`src/rtl/my_loop_pkg.sv`:
```
// Shared types and constants for the loop ramp generator: the sequencer
// state encoding and the 32-bit saturation limits.
package my_loop_pkg;

  typedef enum logic [1:0] {
    IDLE      = 2'd0,
    ACCUM     = 2'd1,
    WAIT_RATE = 2'd2,
    WAIT_RAMP = 2'd3
  } state_t;

  localparam logic [31:0] SAT_MAX = 32'h7FFF_FFFF;
  localparam logic [31:0] SAT_MIN = 32'h8000_0000;

endpackage

```
`src/rtl/my_sat_add.sv`:
```
// Combinational signed adder that clamps to the most positive / most
// negative W-bit value on overflow and reports that it clamped.
module my_sat_add #(
  parameter int W = 32
) (
  input  logic signed [W-1:0] a_i,
  input  logic signed [W-1:0] b_i,
  output logic signed [W-1:0] sum_o,
  output logic                ovf_o
);
  localparam logic [W-1:0] MAX_V = {1'b0, {(W-1){1'b1}}};
  localparam logic [W-1:0] MIN_V = {1'b1, {(W-1){1'b0}}};

  logic [W:0] sum_wide;

  always_comb begin
    sum_wide = {a_i[W-1], a_i} + {b_i[W-1], b_i};
    // Overflow iff the sign-extension bit disagrees with the result sign.
    ovf_o    = sum_wide[W] ^ sum_wide[W-1];
    if (!ovf_o)
      sum_o = sum_wide[W-1:0];
    else if (sum_wide[W])
      sum_o = MIN_V;
    else
      sum_o = MAX_V;
  end
endmodule

```
`src/rtl/my_loop_ramp_gen.sv`:
```
// Loop ramp generator: scales a demodulated error, integrates it into a step,
// publishes the step as a rate and integrates the step into a wrapping ramp.
module my_loop_ramp_gen
  import my_loop_pkg::*;
#(
  parameter int DAC_BIT = 16,
  parameter int ERR_W   = 32
) (
  input  logic                      i_clk,
  input  logic                      i_rst_n,
  input  logic                      i_step_sync,
  input  logic                      i_rate_sync,
  input  logic                      i_ramp_sync,
  input  logic signed [ERR_W-1:0]   i_err,
  input  logic        [4:0]         i_gain_sel,
  input  logic                      i_loop_en,
  input  logic signed [ERR_W-1:0]   i_const_step,
  output logic signed [ERR_W-1:0]   o_rate,
  output logic        [DAC_BIT-1:0] o_ramp,
  output logic                      o_ramp_vld,
  output logic                      o_sat,
  output logic                      o_overrun,
  output logic        [1:0]         o_cstate
);
  state_t                  state_q;
  logic signed [ERR_W-1:0] err_q;
  logic signed [ERR_W-1:0] step_acc_q;
  logic signed [ERR_W-1:0] ramp_acc_q;
  logic signed [ERR_W-1:0] rate_q;
  logic                    ramp_vld_q;
  logic                    sat_q;
  logic                    overrun_q;

  logic signed [ERR_W-1:0] step_sum_d;
  logic                    step_ovf_d;

  my_sat_add #(.W(ERR_W)) u_sat_add (
    .a_i   (step_acc_q),
    .b_i   (err_q),
    .sum_o (step_sum_d),
    .ovf_o (step_ovf_d)
  );

  always_ff @(posedge i_clk or negedge i_rst_n) begin
    if (!i_rst_n) begin
      state_q    <= IDLE;
      err_q      <= '0;
      step_acc_q <= '0;
      ramp_acc_q <= '0;
      rate_q     <= '0;
      ramp_vld_q <= 1'b0;
      sat_q      <= 1'b0;
      overrun_q  <= 1'b0;
    end else begin
      ramp_vld_q <= 1'b0;
      // A new step arriving before the previous cycle has finished is dropped.
      if (i_step_sync && (state_q != IDLE))
        overrun_q <= 1'b1;

      case (state_q)
        IDLE: begin
          if (i_step_sync) begin
            err_q   <= i_err >>> i_gain_sel;
            state_q <= ACCUM;
          end
        end
        ACCUM: begin
          if (i_loop_en) begin
            step_acc_q <= step_sum_d;
            if (step_ovf_d)
              sat_q <= 1'b1;
          end else begin
            step_acc_q <= i_const_step;
          end
          state_q <= WAIT_RATE;
        end
        WAIT_RATE: begin
          if (i_rate_sync) begin
            rate_q  <= step_acc_q;
            state_q <= WAIT_RAMP;
          end
        end
        WAIT_RAMP: begin
          if (i_ramp_sync) begin
            ramp_acc_q <= ramp_acc_q + step_acc_q;
            ramp_vld_q <= 1'b1;
            state_q    <= IDLE;
          end
        end
        default: state_q <= IDLE;
      endcase
    end
  end

  assign o_rate     = rate_q;
  assign o_ramp     = ramp_acc_q[ERR_W-1 -: DAC_BIT];
  assign o_ramp_vld = ramp_vld_q;
  assign o_sat      = sat_q;
  assign o_overrun  = overrun_q;
  assign o_cstate   = state_q;
endmodule

```
`config.mk`:
```
export PLATFORM = sky130hd
export DESIGN_NAME = my_loop_ramp_gen
export DESIGN_NICKNAME = d
export VERILOG_FILES = /design/src/rtl/my_loop_pkg.sv /design/src/rtl/my_sat_add.sv /design/src/rtl/my_loop_ramp_gen.sv
export SDC_FILE = /design/constraint.sdc
export NUM_CORES = 1
export LEC_CHECK = 0
export CAP_MARGIN = 20
export CORE_MARGIN = 3
export CORE_UTILIZATION = 45
export CTS_CLUSTER_DIAMETER = 50
export DETAILED_ROUTE_END_ITERATION = 10
export PLACE_DENSITY = 0.65
export RECOVER_POWER = 100
export SLEW_MARGIN = 20
export SYNTH_ARGS = -nofsm -noshare
export SYNTH_HDL_FRONTEND = slang
export SYNTH_SLANG_ARGS = --single-unit
```
`constraint.sdc`:
```
create_clock -name i_clk -period 9 [get_ports i_clk]
set_input_delay 0.9 -clock i_clk [delete_from_list [all_inputs] [get_ports i_clk]]
set_output_delay 0.9 -clock i_clk [all_outputs]
set_load 0.02 [all_outputs]
```
# Word level (Yosys, flattened, before mapping)
# Cells that the tools add are included.
# op_classes
muxes,9
bitwise_logic,1
eq_ne,6
shift,1
reduce_logical,8
add_sub_neg,2
# ops
operator,count
32-bit two-way mux,3
32-bit by 32-bit adder with 33-bit output,1
32-bit adder,1
32-bit by 5-bit >>> shifter with 32-bit output,1
2-bit case mux with 4 select lines,1
2-bit two-way mux,3
"2-bit inequality test, second input constant",3
2-bit AND reduction,3
3-bit AND reduction,2
"2-bit == test, second input constant",2
"2-bit by 1-bit == test with 1-bit output, second input constant",1
2-bit logical NOT,1
1-bit two-way mux,2
2-bit nonzero test,1
1-bit logical AND,1
1-bit XOR,1
# totals
output_inout_bits,53
regBits,133
word_cells,35

# Longest topological paths before layout
# depth
depth_word,4
depth_mapped,13

# Cells and area by module
# A second synthesis with hierarchy kept.
# unflattened
hier_cells,1170
hier_area_um2,10516.3
# by_module_without_submodules
mod,instances,area_each_um2,cells_per_inst
my_loop_ramp_gen,1,8473.1,883
my_sat_add,1,2043.2,287

# Worst setup path after synthesis
# OpenSTA, ideal clock, no wires.
# synth_timing
kind,flip-flop to flip-flop
from,reg step_acc_q[0]
to,reg step_acc_q[30]
arrival_ps,2706
slack_ps,6172
setup_ps,122
path_buffers,0
stages_incl_launch_ff,13
path_cell_list,dfrtp_1 -> ha_1 -> inv_1 -> fa_1 -> nand2b_1 -> a21oi_1 -> o41ai_2 -> o211ai_1 -> a221o_1 -> or4_1 -> and3_1 -> a21oi_1 -> o2bb2ai_1
# synth_via
elab_chain_len,4
elab_cells_between_ends,5
cone_classes,add/sub (1); mux (3); bitwise (1)
# synth_rtl
element,line,text
start: declaration,my_loop_ramp_gen.sv:27,logic signed [ERR_W-1:0] step_acc_q;
start signal: assignment,my_loop_ramp_gen.sv:69,step_acc_q <= step_sum_d;
start signal: assignment,my_loop_ramp_gen.sv:73,step_acc_q <= i_const_step;
32-bit by 32-bit adder with 33-bit output (*),my_sat_add.sv:17,"sum_wide = {a_i[W-1], a_i} + {b_i[W-1], b_i};"
32-bit two-way mux / 1-bit XOR (equally long branches),"my_sat_add.sv:22, my_sat_add.sv:19",
32-bit two-way mux (*),my_sat_add.sv:20,if (!ovf_o)
32-bit two-way mux (*),my_loop_ramp_gen.sv:68,if (i_loop_en) begin
# Mark *: on every way between the ends. The rest lies on a longest branch, timed or not.
# A chain may end at the register's enable or synchronous reset.

==> results.tsv <==
metric	value	unit
synth_top_area_share	31.8	%
status	finished with violations	
cp_top_family	buffers and inverters	
reg2regPathDepth	12	
cts-hold-fix-buffers	0	
num_vias	9106	
syn_avg_cell_area	8.85	um2
grt_overflow_total	0	
holdWs	0.469	ns
clk_pin_slew_worst_paths	0.06	ns
finalCritPeriodShare	50.4	%
timing.rr.end	step_acc_q[9]$_DFFE_PN0P_	
area_growth	17.4	%
die_y	158	um
drive_above_1_share	8.31	%
cts_inserted_buffers	17	
grt_pass1_vias	8768	
antenna_cells	0	
post_drt_via_cell_ratio	5.88	
hold_start	ramp_acc_q[31]$_DFFE_PN0P_	
post-route-cell-area	12300	um2
finalNetCount	1395	
io_pins	128	
grt_usage	23.0	%
synth_area_leaders	dfrtp_1, ha_1, o21ai_0	
timing_worst_setup_path_type	input port to async pin	
fin_skew	0.00920	ns
die_area	25100	um2
crit_arrival	4.02	ns
post_cts_buffers	0	
start_util	46.0	%
cts_tree	built	
worstSetupStartpointType	input port	
hold_viol_final	0	
violations	max-capacitance violations, max-slew violations	
drt-initial-drc-count	520	
synth_top_area_cell	dfrtp_1	
ys_seq_area_share	31.8	%
dp_hpwl	21.6	mm
p_leak	5.38	nW
irDropWorstVdd	0.000160	V
worst_slew_pin_slew	4.43	ns
synthAdderAreaFrac	8.40	%
final_cell_mix	nand2_1, dfrtp_1, o21ai_0	
finalSetupViolations	0	
drt-pass1-iter-count	5	
critPathSlowestCell	clkbuf_1	
final_cells	1549	
syn-instance-count	1182	
worst-path-buf-inv	1	
worstHoldPathType	flop to flop	
grt_max_degree	82	
maxSlewViolCount	223	
hold_end	ramp_acc_q[31]$_DFFE_PN0P_	
clockBufferDepth	2	
post_dp_cell_area	11700	um2
yosysWarnings	0	
grt_setup_unrepaired	false	
min_period	4.53	ns
dp_cells	1517	
synth-edff-count	0	
ctsResizeCount	0	
whs_path_depth	1	
rows	55	
setup_tns	0	ns
cts.sink_count	133	
synth_xor_area_share	4.27	%
die_width	158	um
synth_cell_types	77	
synth-compound-area-share	26.4	%
cap_violations	4	
synthesis.nets	1326	
cellPowerDensity	418	nW/um2
routedWlPerCell	18.3	um
rr_startpoint	step_acc_q[0]$_DFFE_PN0P_	
ant_nets	0	
muxShareOfSynthArea	11.0	%
worstPathMaxFanout	81	
grt_pass1_wl	46.0	mm
antenna_found_initial	0	
syn_area	10500	um2
io_buffers	127	
drc	0	
cpPeakStageDelay	3.06	ns
worstPathCellList	clkbuf_1	
htree_levels	4	
rrSetupSlack	4.94	ns
clock.fmax	221	MHz
synth_top_family_by_area	compound AO/OA/AOI/OAI gates	
async_flop_share	100	%
layout_commonest_cell	nand2_1	
cts_root_buf	clkbuf_16	
insertion_delay	0.42	ns
synthFlopType	dfrtp_1	
wl	28.4	mm
critical_path_required	8.49	ns
core_area	22700	um2
finalWeightedCongestion	1.03	
synth-seq-cells	133	
end_kind	async pin	
maxSlewHeadroom	-196	%
synthSimpleGateAreaFrac	13.1	%
-- synth_stat cells, types with 4 or more instances --
cell / number
inv_1: 27
dfrtp_1: 133
nor3b_1: 7
buf_4: 17
o211ai_1: 23
nand2_1: 141
buf_1: 7
buf_2: 7
clkbuf_1: 51
o21a_1: 21
and2_1: 14
nor2_1: 61
nor2b_1: 8
a21o_1: 36
nor3_1: 11
a221oi_2: 4
xor2_1: 24
ha_1: 67
a211o_1: 4
a211oi_1: 14
nand2b_1: 9
mux2i_1: 36
nand3_1: 15
a21oi_1: 97
o21bai_1: 5
o31ai_1: 6
mux2_2: 39
mux4_2: 15
and4_1: 6
o2bb2ai_1: 25
o21ai_0: 132
xnor2_1: 27
and3_1: 10
a31oi_1: 16
-- sequential cells by signal, summed over array words and instances, names as in the netlist --
register	cells
o_cstate	2
o_ramp_vld	1
o_rate	32
o_sat	1
err_q	32
ramp_acc_q	32
o_overrun	1
step_acc_q	32
-- power by group --
group | switching [mW] | internal (mW)
Combinational | 1.84 | 1.40
Sequential | 0.292 | 0.890
Clock | 0.276 | 0.429
Total | 2.41 | 2.72
-- kinds of logic after synthesis --
family                     Yosys count
AOI/OAI and AO/OA                  426
xor gates and xnor gates            51
adders and majority gates           69
buffers and inverters              114
DFF                                133
muxes                               91
and+or+nand+nor                    298
-- worst max path at each step --
stage                         startpoint                         end  slack (ns)  cells after the start
2_1_floorplan  step_acc_q[0]$_DFFE_PN0P_  step_acc_q[30]$_DFFE_PN0P_        6.17                     12
3_3_place_gp               i_gain_sel[0]        err_q[4]$_DFFE_PN0P_        5.07                     10
3_5_place_dp               i_gain_sel[0]        err_q[6]$_DFFE_PN0P_        4.99                      6
4_1_cts        step_acc_q[0]$_DFFE_PN0P_  step_acc_q[24]$_DFFE_PN0P_        5.35                     12
5_1_grt                          i_rst_n      o_rate[24]$_DFFE_PN0P_        3.51                      1
6_report                         i_rst_n      o_rate[24]$_DFFE_PN0P_        4.47                      1
-- area by class of cell --
cell class              count  area, um2
well taps                 285        357
repair buffers            135       1310
inverters                  29        109
flip-flops and latches    133       3330
multi-input cells         935       6580
clock inverters            12        128
fillers                  2120      10400
clock buffers              20        467
-- through the flow --
stage	utilization, %	setup slack (ns)	power [mW]
global placement	51.7	5.07	4.41
finish	54.0	4.47	5.13
global route	54.0	3.51	5.57
detailed placement	51.7	4.99	4.45
floorplan	-	6.17	3.63
CTS	54.3	5.35	5.19
-- per-layer routing --
layer	part of all wire (%)	global-route usage, %	vias to the layer above	wire [um]
met3	5.0	2.94	42	1430
met1	48	32.8	4326	13500
li1	-	-	4508	-
met2	45	36.7	230	12800
met4	2.1	6.84	0	601
met5	0	0	-	0
(Power assumes the default switching activity.)
